$ cat config.mk
export PLATFORM = sky130hd
export DESIGN_NAME = seq_alu_exec
export DESIGN_NICKNAME = d
export VERILOG_FILES = /design/src/rtl/seq_alu_exec.sv
export SDC_FILE = /design/constraint.sdc
export NUM_CORES = 1
export LEC_CHECK = 0
export CORE_UTILIZATION = 50
export DETAILED_ROUTE_END_ITERATION = 8
export DONT_BUFFER_PORTS = 1
export HOLD_SLACK_MARGIN = 0.15
export PLACE_DENSITY_LB_ADDON = 0.12
export SLEW_MARGIN = 20
export SYNTH_ARGS = -nofsm -noshare
export SYNTH_HDL_FRONTEND = slang
export SYNTH_SLANG_ARGS = --single-unit
$ cat constraint.sdc
create_clock -name clk -period 4.9 [get_ports clk]
set_clock_uncertainty 0.2 [all_clocks]
set_input_delay 1.225 -clock clk [delete_from_list [all_inputs] [get_ports clk]]
set_output_delay 1.225 -clock clk [all_outputs]
set_load 0.02 [all_outputs]
$ cat src/rtl/seq_alu_exec.sv
// Multi-cycle execute unit: single-cycle arithmetic/logic ops and iterative
// one-bit-per-cycle shifts, with valid/ready handshakes on both sides.
module seq_alu_exec #(
    parameter int unsigned WIDTH = 32
) (
    input  logic             clk,
    input  logic             reset,
    input  logic             in_valid,
    output logic             in_ready,
    input  logic [3:0]       ALUControl,
    input  logic [WIDTH-1:0] a,
    input  logic [WIDTH-1:0] b,
    output logic             out_valid,
    input  logic             out_ready,
    output logic [WIDTH-1:0] result,
    output logic             zero,
    output logic             busy
);

    localparam int unsigned SHW = $clog2(WIDTH);

    localparam logic [3:0] OP_ADD  = 4'b0000;
    localparam logic [3:0] OP_SUB  = 4'b0001;
    localparam logic [3:0] OP_AND  = 4'b0010;
    localparam logic [3:0] OP_OR   = 4'b0011;
    localparam logic [3:0] OP_SLT  = 4'b0101;
    localparam logic [3:0] OP_XOR  = 4'b0110;
    localparam logic [3:0] OP_SLL  = 4'b0111;
    localparam logic [3:0] OP_SRL  = 4'b1000;
    localparam logic [3:0] OP_SRA  = 4'b1001;
    localparam logic [3:0] OP_SLTU = 4'b1010;

    typedef enum logic [1:0] {
        IDLE  = 2'd0,
        SHIFT = 2'd1,
        DONE  = 2'd2
    } state_t;

    state_t           state, state_d;
    logic [3:0]       op, op_d;
    logic [WIDTH-1:0] acc, acc_d;
    logic [SHW-1:0]   cnt, cnt_d;
    logic [WIDTH-1:0] result_d;
    logic             zero_d;
    logic [SHW-1:0]   shamt;
    logic             is_shift;

    // Single-cycle result; shifts only reach here with a zero amount.
    function automatic logic [WIDTH-1:0] alu_comb(input logic [3:0] code,
                                                  input logic [WIDTH-1:0] x,
                                                  input logic [WIDTH-1:0] y);
        logic [WIDTH-1:0] r;
        r = '0;
        case (code)
            OP_ADD:  r = x + y;
            OP_SUB:  r = x - y;
            OP_AND:  r = x & y;
            OP_OR:   r = x | y;
            OP_XOR:  r = x ^ y;
            OP_SLT:  r = {{(WIDTH-1){1'b0}}, ($signed(x) < $signed(y))};
            OP_SLTU: r = {{(WIDTH-1){1'b0}}, (x < y)};
            OP_SLL, OP_SRL, OP_SRA: r = x;
            default: r = '0;
        endcase
        return r;
    endfunction

    // One bit position of the iterative shifter.
    function automatic logic [WIDTH-1:0] shift_one(input logic [3:0] code,
                                                   input logic [WIDTH-1:0] x);
        logic [WIDTH-1:0] r;
        case (code)
            OP_SLL:  r = {x[WIDTH-2:0], 1'b0};
            OP_SRA:  r = {x[WIDTH-1], x[WIDTH-1:1]};
            default: r = {1'b0, x[WIDTH-1:1]};
        endcase
        return r;
    endfunction

    assign shamt    = b[SHW-1:0];
    assign is_shift = (ALUControl == OP_SLL) || (ALUControl == OP_SRL) ||
                      (ALUControl == OP_SRA);

    always_comb begin
        state_d  = state;
        op_d     = op;
        acc_d    = acc;
        cnt_d    = cnt;
        result_d = result;
        case (state)
            IDLE: begin
                if (in_valid) begin
                    op_d = ALUControl;
                    if (is_shift && (shamt != '0)) begin
                        acc_d   = a;
                        cnt_d   = shamt;
                        state_d = SHIFT;
                    end else begin
                        result_d = alu_comb(ALUControl, a, b);
                        state_d  = DONE;
                    end
                end
            end
            SHIFT: begin
                acc_d = shift_one(op, acc);
                cnt_d = cnt - SHW'(1);
                if (cnt == SHW'(1)) begin
                    result_d = acc_d;
                    state_d  = DONE;
                end
            end
            DONE: begin
                if (out_ready) begin
                    state_d = IDLE;
                end
            end
            default: state_d = IDLE;
        endcase
        zero_d = (result_d == '0);
    end

    // Handshake/status flags are registered from the next state so they track state exactly.
    always_ff @(posedge clk or negedge reset) begin
        if (!reset) begin
            state     <= IDLE;
            op        <= '0;
            acc       <= '0;
            cnt       <= '0;
            result    <= '0;
            zero      <= 1'b1;
            in_ready  <= 1'b1;
            out_valid <= 1'b0;
            busy      <= 1'b0;
        end else begin
            state     <= state_d;
            op        <= op_d;
            acc       <= acc_d;
            cnt       <= cnt_d;
            result    <= result_d;
            zero      <= zero_d;
            in_ready  <= (state_d == IDLE);
            out_valid <= (state_d == DONE);
            busy      <= (state_d == SHIFT);
        end
    end

endmodule

==> impl_results.md, run 1 <==
* Synth-to-layout area growth at 13.92%
* CP delay by family, top: simple AND/OR/NAND/NOR gates
* DRT Wirelength at roughly 39 mm
* Final HPWL DP at 30.81 mm
* Worst path bufs/invs at 3
* Mapped Area at 0.009744 mm^2
* Worst Max-Slew Pin Slew at about 1100 ps
* R2R cell count at 14
* Largest net degree at the start of global routing at 80
* Post-route ant nets at 0
* I/O pin cnt at between 100 and 150
* Endpoints failing hold at 0
* Fillers at between 1500 and 2000
* Async S/R FF share, synth at between 90% and 100%
* Initial core utilization at about 52%
* Vias in the first global route at slightly below 10000
* Period utilisation layout at a little over nine tenths
* CP endpoint kind: flop
* Worst path cell trace: inv_1 > ha_1 > inv_1 > fa_1 > nand2b_1 > a2111oi_4 > nor3_1 > o221ai_1 > a221oi_1 > o22ai_1 > or4_4 > nor4b_4 > buf_4 > nand4bb_1 > or4_4 > nor4_4
* Multi-input combinational cell area at around 0.007 mm^2
* Fmax at 207.7 MHz
* Final setup TNS at 0 ps
* Max Slew Vio Count at 0
* Syn avg cell area at between 7 and 8 um^2
* Post-route cell area at around 0.011 mm^2
* Area after DPL at 0.01073 mm^2
* Slowest stage delay, CP at 470 ps
* Residual DRC at 0
* Post-Syn Nets at between 1000 and 1500
* Crit. path cell count at 16
* Pwr/cell area at 340.6 mW/mm^2
* Register area at just under 0.002 mm^2
* Initial antenna violation count at 0
* Core box area at roughly 0.019 mm^2
* Synth unique cells at 94
* Final #Nets at around 1500
* Peak VDD IR at 0.1575 mV
* Total power at ~0.0038 W
* Clk Latency, worst-skew pair at about 330 ps
* Yosys reg bits at 79
* Buffers on Ports at 0
* Status: finished clean
* Htree depth at 3
* Slew HR at 26.58%
* CTS buffer count at 9
* Height of the chip at around 140 um
* Setup violations, final at 0
* Setup CP Type: primary input to flop
* Hold Buf Count CTS at 0
* HP Class: flop to flop
* Mapped Cells at around 1300
* Share of cells above drive strength 1 at between 15 and 20%
* Maximum root-to-sink buffer count at 2
* CTS root buf: clkbuf_16
* Row cnt at 50
* Reg2Reg Setup Slack at about 720 ps
* First drt pass iteration count at 6
* Hold_ws at 290.8 ps
* GP Congestion at between 1 and 1.5
* CP Data Arrival Time at ~4900 ps
* Global-route wire length before repair at 59.21 mm
* Worst Path Required at approximately 4900 ps
* Vias/cell at approximately 6.5
* Wire per inst at 24.11 um
* GR Overflow Total at 0
* Crit-path max FO at 4
* Most frequent cells in the layout: 135 x buf_4, 133 x nor2_1, 112 x a21oi_1
* Die ar. at about 0.02 mm^2
* R2R Path Start: cnt[0]
* CP Launch Point: a[0]
* Setup crit end: zero
* Startpoint Class: primary input
* Sink Count at slightly below 80
* Diode count at 0
* Number of flops mapped to enable cells by yosys at 0
* Yosys warns at 0
* Slowest CP cell: or4_4
* CTS tree: yes
* GRT Util Overall at roughly two fifths
* Reg clk slew, reported paths at 60 ps
* Commonest non-fill, non-tap cell in the layout: buf_4
* Leakage Power at around 5.3 nW
* Most used DFF post-synth: dfrtp_1
* Sequential share of the synthesized area at roughly a fifth
* Max-cap viol count at 0
* DIE WIDTH at between 100 and 150 um
* Reg-to-Reg End: zero
* DRT iter0 DRCs at around 1100
* Vias at between 10000 and 15000
* Final period demand of the worst path at roughly 4800 ps
metrics by stage:
stage          instances  setup WS (ps)  utilization, %
6_report            1615          84.61           58.76
5_1_grt             1615         -10.54           58.76
4_1_cts             1614          6.964           58.21
3_5_place_dp        1598         -338.5           56.79
3_3_place_gp        1598         -238.1           56.74
2_1_floorplan       1290          228.1               -
power by group:
part	leakage (nW)	internal (W)	total, W	switching, W
logic	4.11	0.000794	0.00189	0.00109
clock network	0.128	0.000357	0.000603	0.000246
registers	1.01	0.000913	0.00129	0.000379
flip-flops by register name (all words and copies together) (netlist names):
signal     cells
acc           32
zero           1
busy           1
cnt            5
out_valid      1
in_ready       1
result        32
state          2
op             4
cells in the mapped netlist (5+ instances only):
cell type | n | area [um^2]
a211oi_1 | 19 | 142.6
a21o_1 | 18 | 135.1
a21oi_1 | 112 | 560.5
a221o_1 | 17 | 170.2
a221oi_1 | 14 | 122.6
a222oi_1 | 5 | 50.05
a22oi_1 | 5 | 37.54
a31oi_1 | 19 | 118.9
a32oi_1 | 6 | 52.55
and2_1 | 10 | 62.56
and3_1 | 13 | 81.33
buf_1 | 12 | 45.04
buf_2 | 13 | 65.06
clkbuf_1 | 55 | 206.5
dfrtp_1 | 77 | 1927
ha_1 | 102 | 1276
inv_1 | 98 | 367.9
mux2_2 | 5 | 56.30
mux2i_1 | 43 | 430.4
nand2_1 | 96 | 360.4
nand2b_1 | 10 | 62.56
nand3_1 | 18 | 90.09
nand3b_1 | 5 | 37.54
nand4_1 | 15 | 93.84
nor2_1 | 133 | 499.2
nor2b_1 | 12 | 75.07
nor3_1 | 21 | 105.1
nor4_1 | 12 | 75.07
o211a_1 | 5 | 50.05
o211ai_1 | 13 | 97.59
o21ai_0 | 90 | 450.4
o21ai_1 | 12 | 60.06
o221ai_1 | 13 | 113.9
o22ai_1 | 21 | 131.4
o31ai_1 | 18 | 135.1
or2_2 | 11 | 68.82
or3_1 | 7 | 43.79
or4_1 | 10 | 75.07
xnor2_1 | 16 | 140.1
worst register-to-register path, cell delays in order (launching register included):
cell      delay, ps
dfrtp_1         450
ha_1            200
or4b_4          520
nor2_4          260
a21oi_2         200
buf_4           240
a21oi_1         160
buf_4           180
nand3_1          80
a221oi_1        240
a311oi_1        210
nor4_2          370
nand2b_1         90
or4_4           540
nor4_4          140
final cells by class:
cell class              count  area share (%)
multi-input cells        1024           64.33
repair buffers            135           9.130
flip-flops and latches     79           17.83
clock inverters             1         0.04509
clock buffers              15           2.322
inverters                 101           3.415
well taps                 260           2.931
how the worst min path moves through the flow:
stage	startpoint	end	slack, ps	depth (start not counted)
final	acc[0]	acc[0]	290	2
after global routing	acc[14]	acc[14]	340	2
after floorplan	acc[0]	acc[0]	250	2
after CTS	acc[0]	acc[0]	300	2
after global placement	acc[0]	acc[0]	270	2
after detailed placement	acc[0]	acc[0]	290	2
kinds of logic after synthesis:
family	count (synthesis)	share of synthesized area [%]
fa+ha+maj	104	13.51
xor+xnor	19	1.708
compound gates	450	30.93
mux	48	4.995
buf+inv	187	7.755
simple gates	403	20.79
flops	79	20.31
what timing repair did:
item | in CTS | in global routing
hold endpoints to repair | 0 | 0
setup endpoints to repair | 1 | 1
pin swaps | 0 | 8
resized for setup | 1 | 16
buffers inserted | 0 | 1
metal layers:
layer / GRT usage, % / vias to the layer above / wire length, um
li1: - / 4864 / -
met4: 10.30 / 0 / 819
met3: 12.59 / 58 / 5107
met5: 0 / - / 0
met2: 54.42 / 603 / 15760
met1: 57.11 / 4975 / 17260
Power figures use the tool's default switching activity.
==> run 2, diff against run 1 <==
--- a/config.mk
+++ b/config.mk
@@ -5,7 +5,7 @@
 export SDC_FILE = /design/constraint.sdc
 export NUM_CORES = 1
 export LEC_CHECK = 0
-export CORE_UTILIZATION = 50
+export CORE_UTILIZATION = 60
 export DETAILED_ROUTE_END_ITERATION = 8
 export DONT_BUFFER_PORTS = 1
 export HOLD_SLACK_MARGIN = 0.15
==> impl_results.md, run 2 (synthesis gave the netlist of run 1 again) <==
* Setup violations, final at 0 (unchanged)
* Post-route ant nets at 0 (unchanged)
* Worst Path Required at 4950 ps (was 4940 ps)
* Vias at 10930 (was 10500)
* I/O pin cnt at 108 (unchanged)
* Startpoint Class: primary input (unchanged)
* Multi-input combinational cell area at 0.007072 mm^2 (was 0.007141 mm^2)
* Setup CP Type: primary input to flop (unchanged)
* Largest net degree at the start of global routing at 80 (unchanged)
* # resized after CTS at 0 (was 1)
* CTS buffer count at 9 (unchanged)
* Slowest stage delay, CP at 570 ps (was 470 ps)
* Endpoints failing hold at 0 (unchanged)
* Post-route cell area at 0.01098 mm^2 (was 0.01110 mm^2)
* Residual DRC at 0 (unchanged)
* Reg-to-Reg End: zero (unchanged)
* R2R cell count at 13 (was 14)
* Wire per inst at 24.74 um (was 24.11 um)
* Hold endpoint: acc[6] (was acc[0])
* Slowest CP cell: or4_1 (was or4_4)
* Initial antenna violation count at 0 (unchanged)
* Core box area at 0.01589 mm^2 (was 0.01889 mm^2)
* Crit-path max FO at 4 (unchanged)
* Clk Latency, worst-skew pair at 350 ps (was 330 ps)
* Leakage Power at 5.212 nW (was 5.252 nW)
* Reg clk slew, reported paths at 60 ps (about the same)
* Maximum root-to-sink buffer count at 2 (unchanged)
* Initial core utilization at 61.34% (was 51.58%)
* GP Congestion at 0.9965 (was 1.029)
* CTS tree: yes (unchanged)
* Final #Nets at 1515 (was 1526)
* CP Data Arrival Time at 4820 ps (was 4860 ps)
* CP delay by family, top: compound AO/OA/AOI/OAI gates (was simple AND/OR/NAND/NOR gates)
* Fillers at 1378 (was 1827)
* Vias/cell at 7.011 (was 6.502)
* Hold Buf Count CTS at 0 (unchanged)
* GR Overflow Total at 0 (unchanged)
* Max Slew Vio Count at 0 (unchanged)
* Height of the chip at 129.4 um (was 141.6 um)
* Worst path bufs/invs at 1 (was 3)
* Buffers on Ports at 0 (unchanged)
* Post-CTS Setup Bufs at 0 (unchanged)
* Share of cells above drive strength 1 at 13.92% (was 15.13%)
* Max-cap viol count at 0 (unchanged)
* R2R Path Start: cnt[1] (was cnt[0])
* Die ar. at 0.01675 mm^2 (was 0.02005 mm^2)
* Htree depth at 3 (unchanged)
* Diode count at 0 (unchanged)
* CP endpoint kind: flop (unchanged)
* DRT Wirelength at 38.58 mm (was 38.94 mm)
* HP Class: flop to flop (unchanged)
* Worst hold path stage count at 2 (unchanged)
* Pwr/cell area at 354.9 mW/mm^2 (was 340.6 mW/mm^2)
* Min-delay src: acc[6] (was acc[0])
* Status: finished clean (unchanged)
* Global-route wire length before repair at 57.23 mm (was 59.21 mm)
* Post-Place Worst Slack at -203.7 ps (was -338.5 ps)
* Peak VDD IR at 0.3454 mV (was 0.1575 mV)
* Placed insts at 1544 (was 1598)
* Post-Layout Cell Count at 1559 (was 1615)
* GRT Util Overall at 45.63% (was 39.08%)
* Row cnt at 46 (was 50)
* Sink Count at 79 (unchanged)
* Final HPWL DP at 29.64 mm (was 30.81 mm)
* Worst path cell trace: ha_1 > fa_1 > a211o_1 > a221oi_1 > buf_4 > o41ai_2 > a21boi_1 > o221ai_1 > mux2i_1 > a31oi_1 > a2111oi_1 > o211ai_1 > or4_1 > nor4_2 (was inv_1 > ha_1 > inv_1 > fa_1 > nand2b_1 > a2111oi_4 > nor3_1 > o221ai_1 > a221oi_1 > o22ai_1 > or4_4 > nor4b_4 > buf_4 > nand4bb_1 > or4_4 > nor4_4)
* Vias in the first global route at 9814 (was 9846)
* First drt pass iteration count at 6 (unchanged)
* Final period demand of the worst path at 4771 ps (was 4815 ps)
* Most frequent cells in the layout: 133 x nor2_1, 122 x buf_4, 112 x a21oi_1 (was 135 x buf_4, 133 x nor2_1, 112 x a21oi_1)
* Reg2Reg Setup Slack at 560 ps (was 720 ps)
* Final Worst Setup Slack at 128.6 ps (was 84.61 ps)
* DIE WIDTH at 129.4 um (was 141.6 um)
* DRT iter0 DRCs at 1811 (was 1104)
* Area after DPL at 0.01062 mm^2 (was 0.01073 mm^2)
* CTS root buf: clkbuf_16 (unchanged)
* Commonest non-fill, non-tap cell in the layout: nor2_1 (was buf_4)
* Biggest regs: acc: 32 flops, result: 32 flops, cnt: 5 flops (unchanged)
* Fmax at 209.6 MHz (was 207.7 MHz)
* RSZ-0062 raised after global routing: no
* Period utilisation layout at 97.37% (was 98.27%)
* Slew HR at 25.56% (was 26.58%)
* Worst Max-Slew Pin Slew at 1114 ps (was 1094 ps)
* Register area at 0.001979 mm^2 (unchanged)
* Hold_ws at 315.1 ps (was 290.8 ps)
* Synth-to-layout area growth at 12.72% (was 13.92%)
-- run 2: cell types whose count changed in the layout (fill, tap and decap cells not counted), sizes merged --
cell    previous run  this run
bufinv             0         3
clkbuf            15        11
buf              135       124
-- run 2: through the flow --
step | total power [W] | util (%) | TNS [ps]
6_report | 0.003899 | 69.15 | 0
5_1_grt | 0.004076 | 69.15 | 0
4_1_cts | 0.003800 | 68.89 | 0
3_5_place_dp | 0.003025 | 66.82 | -203.7
3_3_place_gp | 0.002988 | 66.82 | -174.3
2_1_floorplan | 0.002416 | - | 0
-- run 2: how the worst max path moves through the flow --
stage	from	end	slack [ps]	depth (start not counted)
6_report	a[0]	zero	130	14
5_1_grt	a[0]	zero	2	14
4_1_cts	a[0]	zero	120	16
3_5_place_dp	a[1]	zero	-200	16
3_3_place_gp	a[0]	zero	-170	16
2_1_floorplan	a[0]	zero	230	13
-- run 2: worst min-delay path: stages, from the launching register on --
cell	delay, ps
dfrtp_1	360
nand2_1	50
o21ai_0	60
-- run 2: metal layers --
metal	global-route usage (%)	share of wire (%)	vias up
met1	66.28	41	5144
li1	-	-	4844
met4	14.98	3.3	0
met3	12.96	15	117
met5	0	0	-
met2	64.14	40	825
-- run 2: power breakdown --
group | switching [W] | internal (W)
Clock | 0.000269 | 0.000495
Combinational | 0.00109 | 0.000744
Sequential | 0.000384 | 0.000913
Total | 0.00175 | 0.00215
-- run 2: layout make-up --
type | instances | share of cell area (%)
Clock buffer | 11 | 2.119
Clock inverter | 4 | 0.8657
Inverter | 101 | 3.451
Multi-Input combinational cell | 1024 | 64.38
Sequential cell | 79 | 18.02
Tap cell | 216 | 2.460
Timing Repair Buffer | 124 | 8.703
